`src/rtl/debounce_edge.sv`:
```
// debounce_edge: synchronizes a raw asynchronous level into clk_i and filters glitches.
// The synchronized level must differ from dout_o for STABLE_CNT consecutive enabled
// cycles before dout_o follows it. Also produces rise/fall pulses and a saturating
// count of dout_o transitions.
//
// Ports:
//   clk_i       single clock, rising edge
//   rst_ni      asynchronous active-low reset
//   en_i        filter enable; 0 freezes the filter (the synchronizer keeps running)
//   din_i       raw asynchronous input level
//   cnt_clr_i   synchronous clear of edge_cnt_o; wins over a same-cycle increment
//   dout_o      debounced level
//   dout_bar_o  ~dout_o
//   rise_o      one-cycle pulse after a 0->1 change of dout_o
//   fall_o      one-cycle pulse after a 1->0 change of dout_o
//   busy_o      high while a candidate change is being verified
//   edge_cnt_o  saturating count of dout_o transitions
module debounce_edge #(
    parameter int unsigned SYNC_STAGES = 2,
    parameter int unsigned STABLE_CNT  = 4,
    parameter int unsigned CNT_W       = 8,
    parameter logic        RESET_VAL   = 1'b0
) (
    input  logic             clk_i,
    input  logic             rst_ni,
    input  logic             en_i,
    input  logic             din_i,
    input  logic             cnt_clr_i,
    output logic             dout_o,
    output logic             dout_bar_o,
    output logic             rise_o,
    output logic             fall_o,
    output logic             busy_o,
    output logic [CNT_W-1:0] edge_cnt_o
);

    typedef enum logic [0:0] {
        StStable,
        StVerify
    } state_e;

    // Timer is always 8 bits; the window is compared at that full width.
    localparam logic [7:0]       StableCnt = 8'(STABLE_CNT);
    localparam logic [7:0]       TimerOne  = 8'd1;
    localparam logic [CNT_W-1:0] CntOne    = CNT_W'(1);
    localparam logic [CNT_W-1:0] CntMax    = {CNT_W{1'b1}};

    logic [SYNC_STAGES-1:0] sync_q;
    logic                   s;

    state_e           state_q, state_d;
    logic [7:0]       timer_q, timer_d;
    logic [7:0]       timer_inc;
    logic             dout_q, dout_d;
    logic             rise_q, rise_d;
    logic             fall_q, fall_d;
    logic [CNT_W-1:0] edge_cnt_q, edge_cnt_d;
    logic             toggle;

    // ------------------------------------------------------------------
    // Synchronizer: free-running, independent of en_i.
    // ------------------------------------------------------------------
    always_ff @(posedge clk_i or negedge rst_ni) begin
        if (!rst_ni) begin
            sync_q <= {SYNC_STAGES{RESET_VAL}};
        end else begin
            sync_q <= {sync_q[SYNC_STAGES-2:0], din_i};
        end
    end

    assign s = sync_q[SYNC_STAGES-1];

    // ------------------------------------------------------------------
    // Filter FSM: next state, timer and toggle decision.
    // ------------------------------------------------------------------
    assign timer_inc = timer_q + TimerOne;

    always_comb begin
        state_d = state_q;
        timer_d = timer_q;
        toggle  = 1'b0;

        unique case (state_q)
            StStable: begin
                if (en_i && (s != dout_q)) begin
                    if (StableCnt == TimerOne) begin
                        // Single-cycle window: the first differing sample is enough.
                        toggle  = 1'b1;
                        timer_d = '0;
                    end else begin
                        timer_d = TimerOne;
                        state_d = StVerify;
                    end
                end
            end

            StVerify: begin
                if (en_i) begin
                    if (s == dout_q) begin
                        // Input fell back before the window elapsed: glitch.
                        timer_d = '0;
                        state_d = StStable;
                    end else if (timer_inc == StableCnt) begin
                        toggle  = 1'b1;
                        timer_d = '0;
                        state_d = StStable;
                    end else begin
                        timer_d = timer_inc;
                    end
                end
            end

            default: begin
                timer_d = '0;
                state_d = StStable;
            end
        endcase
    end

    // ------------------------------------------------------------------
    // Output level, pulses and transition counter.
    // ------------------------------------------------------------------
    always_comb begin
        dout_d = dout_q ^ toggle;
        rise_d = toggle & ~dout_q;
        fall_d = toggle & dout_q;

        edge_cnt_d = edge_cnt_q;
        if (cnt_clr_i) begin
            edge_cnt_d = '0;
        end else if (toggle && (edge_cnt_q != CntMax)) begin
            edge_cnt_d = edge_cnt_q + CntOne;
        end
    end

    always_ff @(posedge clk_i or negedge rst_ni) begin
        if (!rst_ni) begin
            state_q    <= StStable;
            timer_q    <= '0;
            dout_q     <= RESET_VAL;
            rise_q     <= 1'b0;
            fall_q     <= 1'b0;
            edge_cnt_q <= '0;
        end else begin
            state_q    <= state_d;
            timer_q    <= timer_d;
            dout_q     <= dout_d;
            rise_q     <= rise_d;
            fall_q     <= fall_d;
            edge_cnt_q <= edge_cnt_d;
        end
    end

    assign dout_o     = dout_q;
    assign dout_bar_o = ~dout_q;
    // Pulses are masked by en_i so they read 0 whenever the filter is disabled,
    // even in the cycle right after a toggle.
    assign rise_o     = rise_q & en_i;
    assign fall_o     = fall_q & en_i;
    assign busy_o     = (state_q == StVerify);
    assign edge_cnt_o = edge_cnt_q;

endmodule

```
`config.mk`:
```
export PLATFORM = sky130hd
export DESIGN_NAME = debounce_edge
export DESIGN_NICKNAME = d
export VERILOG_FILES = /design/src/rtl/debounce_edge.sv
export SDC_FILE = /design/constraint.sdc
export NUM_CORES = 1
export LEC_CHECK = 0
export ABC_AREA = 1
export CAP_MARGIN = 20
export CORE_MARGIN = 2
export CORE_UTILIZATION = 49
export CTS_BUF_LIST = sky130_fd_sc_hd__clkbuf_4 sky130_fd_sc_hd__clkbuf_8
export CTS_CLUSTER_DIAMETER = 80
export DETAILED_ROUTE_END_ITERATION = 12
export MAX_ROUTING_LAYER = met4
export PLACE_DENSITY = 0.81
export SLEW_MARGIN = 0
export SYNTH_ARGS = -nofsm -noshare
export SYNTH_HDL_FRONTEND = slang
export SYNTH_SLANG_ARGS = --single-unit
```
`constraint.sdc`:
```
create_clock -name clk_i -period 2.3 [get_ports clk_i]
set_input_delay 0.345 -clock clk_i [delete_from_list [all_inputs] [get_ports clk_i]]
set_output_delay 0.345 -clock clk_i [all_outputs]
set_load 0.05 [all_outputs]
```
==> run_results.csv <==
group,metric,value,unit
logic_synthesis,yosys-top-cells-count,"nand2_1, dfrtp_1, inv_1",
worst_setup_path,reg2reg_slack,510,ps
hold_path,hold_path_depth,0,
sta,period_minus_slack,1980,ps
global_routing,overflow,0,
worst_setup_path,r2r_end,"edge_cnt_o[6]$_DFFE_PN0P_",
logic_synthesis,syn_area_per_cell,8.15,um2
global_routing,grt_max_degree,23,
worst_setup_path,critPathKind,"reg2out",
logic_synthesis,synth_top_cell_area_share,45.4,%
logic_synthesis,synth_compound_area_share,5.88,%
sta,rsz0062_at_grt,"no",
layout,fin_nets,178,
worst_setup_path,rr_worst_depth,11,
die,initial_utilization,50.4,%
logic_synthesis,yosys.area_share.xor_xnor,7.11,%
layout,drive_above_1_share,9.47,%
clock_network,cts_sinks,22,
logic_synthesis,yosys_warnings,0,
logic_synthesis,synth_nets,156,
clock_network,clock_latency,290,ps
pwr,p_switching,0.471,mW
clock_network,cts_hold_buf,0,
logic_synthesis,ys_top_cells_by_area,"dfrtp_1, nand2_1, nand3_1, inv_1, xor2_1",
hold_path,hold_path.class,"reg2reg",
run_status,status,"finished, final reports clean",
logic_synthesis,synth-simple-area-share,33.0,%
worst_setup_path,crit_fanout,4,
clock_network,post_cts_buffers,0,
clock_network,cts_buffers,3,
clock_network,cts_tree,"yes",
logic_synthesis,synth_mux_area_share,0,%
global_routing,antenna_found_initial,0,
logic_synthesis,synthCells,149,
route,wl_per_cell,11.4,um
logic_synthesis,async_flop_share,100,%
logic_synthesis,synth_top_family_by_area,"simple AND/OR/NAND/NOR gates",
place,gp_congestion,0.846,
pwr,p_int,0.644,mW
route,drc,0,
logic_synthesis,yosys_register_bits,22,
logic_synthesis,synth_cell_types,26,
global_routing,gr-usage-all-layers,18.5,%
logic_synthesis,synth.most_common_cell,"nand2_1",
clock_network,cts_buffer_depth,2,
sta,setup_violations,0,
clock_network,htree_levels,1,
worst_setup_path,cp-end-kind,"output port",
hold_path,worstHoldStart,"sync_q[0]$_DFF_PN0_",
layout,final_cells,199,
sta,maxSlewHeadroom,66.5,%
route,first_pass_iters,4,
logic_synthesis,synth_area_leader_cell,"dfrtp_1",
layout,antenna_cells,0,
pwr,switching_share,42.3,%
job,drv_cap,0,
worst_setup_path,r2r_start,"timer_q[0]$_DFFE_PN0P_",
clock_network,cts.clk_slew.worst_paths,110,ps
pwr,vdd_ir_drop_max,0.632,mV
sta,final.setup.tns,0,ps
hold_path,holdPathEnd,"sync_q[1]$_DFF_PN0_",
die,fp.coreArea,2410,um2
die,die_w,53.8,um
layout,final_core_util,59.8,%
clock_network,cts_root_buffer,"clkbuf_4",
worst_setup_path,critPathLaunchType,"flip-flop",
route,routed_wl,2260,um
layout,syn_to_final_growth,18.8,%
route,ant_nets,0,
sta,drv_slew,0,
die,ios,18,
sta,finalClockSkew,0.915,ps
pwr,p_per_area,774,nW/um2
die,fp.dieH,53.8,um
pwr,combPwrFrac,41.0,%
pwr,seqPwrFrac,44.3,%
route,avgViaCountPerCell,5.06,
route,vias,1007,
global_routing,grt_first_pass_wirelength,3690,um
logic_synthesis,netlist_area,1210,um2
logic_synthesis,synthFlopType,"dfrtp_1",
sta,min_period_over_period,85.9,%
logic_synthesis,synth_adder_area_share,2.06,%
route,drtIter0Drc,20,
worst_setup_path,cp.required,1960,ps
place,dp.cells,196,
sta,worst_slew_pin_slew,501,ps
die,dieArea,2890,um2
place,hpwl,1780,um
place,io_buffers,17,
clock_network,ctsResizeCount,0,
sta,finalHoldViolations,0,
pwr,p_leak,0.712,nW
logic_synthesis,yosysSeqAreaShare,45.4,%
worst_setup_path,arrival,1630,ps
global_routing,grt_pass1_vias,914,
sta,max_clock_freq,506,MHz
die,rows,18,
logic_synthesis,synth_edf_count,0,
pwr,clkPwrFrac,14.7,%
## power by group through the flow
| stage | clock [mW] | combinational (mW) | sequential [mW] |
|---|---|---|---|
| 2_1_floorplan | 0 | 0.241 | 0.582 |
| 3_5_place_dp | 0 | 0.459 | 0.502 |
| 4_1_cts | 0.174 | 0.460 | 0.494 |
| 5_1_grt | 0.184 | 0.504 | 0.502 |
| 6_report | 0.164 | 0.457 | 0.494 |
| 3_3_place_gp | 0 | 0.453 | 0.498 |
## worst max-delay path by stage
stage	to	from	slack (ps)
2_1_floorplan	edge_cnt_o[0]$_DFFE_PN0P_	edge_cnt_o[0]$_DFFE_PN0P_	530
3_3_place_gp	edge_cnt_o[6]$_DFFE_PN0P_	en_i	590
3_5_place_dp	edge_cnt_o[6]$_DFFE_PN0P_	en_i	540
4_1_cts	dout_bar_o	dout_o$_DFF_PN0_	300
5_1_grt	dout_bar_o	dout_o$_DFF_PN0_	260
6_report	dout_bar_o	dout_o$_DFF_PN0_	320
## kinds of logic (layout without fill, tap and decap cells)
group,after synthesis,after routing
XOR/XNOR,9,9
adder cells (fa/ha/maj),2,2
buffers and inverters,21,41
AO/OA/AOI/OAI,11,11
flip-flops,22,22
AND/OR/NAND/NOR,84,84
## stage by stage
step	cell area, um2	total power [mW]	hold slack, ps	worst slack, ps
after CTS	1440	1.13	365	301
final	1440	1.12	361	323
after detailed placement	1420	0.960	338	541
after global routing	1440	1.19	367	259
after global placement	1420	0.951	333	592
after floorplan	1210	0.822	49.4	528
## layer usage
layer  track usage, %  share of wire (%)  vias up
met5                -                  0        -
met4             8.55                1.5        0
met3             3.61                4.3        4
met2             31.3                 49       23
met1             20.9                 45      463
li1                 -                  -      517
## critical path, cell delays in order (launching register included)
cell and delay [ps]:
dfrtp_1 430, inv_1 100, clkdlybuf4s50_1 810
## cells in the final DEF, fill, tap and decap left out, types with 2 or more instances in the layout
cell,instances
nand2_1,40
nand4_1,3
o22ai_1,2
nor3_1,2
dfrtp_1,22
clkbuf_4,3
buf_4,3
inv_1,18
o21ai_0,5
ha_1,2
nand2_2,2
xor2_1,7
nand3_1,16
clkdlybuf4s50_1,15
nor2_1,16
## flip-flops by register name (all words and copies together) (netlist names)
signal	flops
busy_o	1
edge_cnt_o	8
sync_q	2
dout_o	1
timer_q	8
rise_q	1
fall_q	1
## final cells by class
cell class              instances  area [um2]
flip-flops and latches         22         551
repair buffers                 18         173
multi-input cells             106         583
well taps                      30        37.5
inverters                      20        75.1
clock buffers                   3        22.5
fillers                       214         968
(Power assumes the default switching activity.)
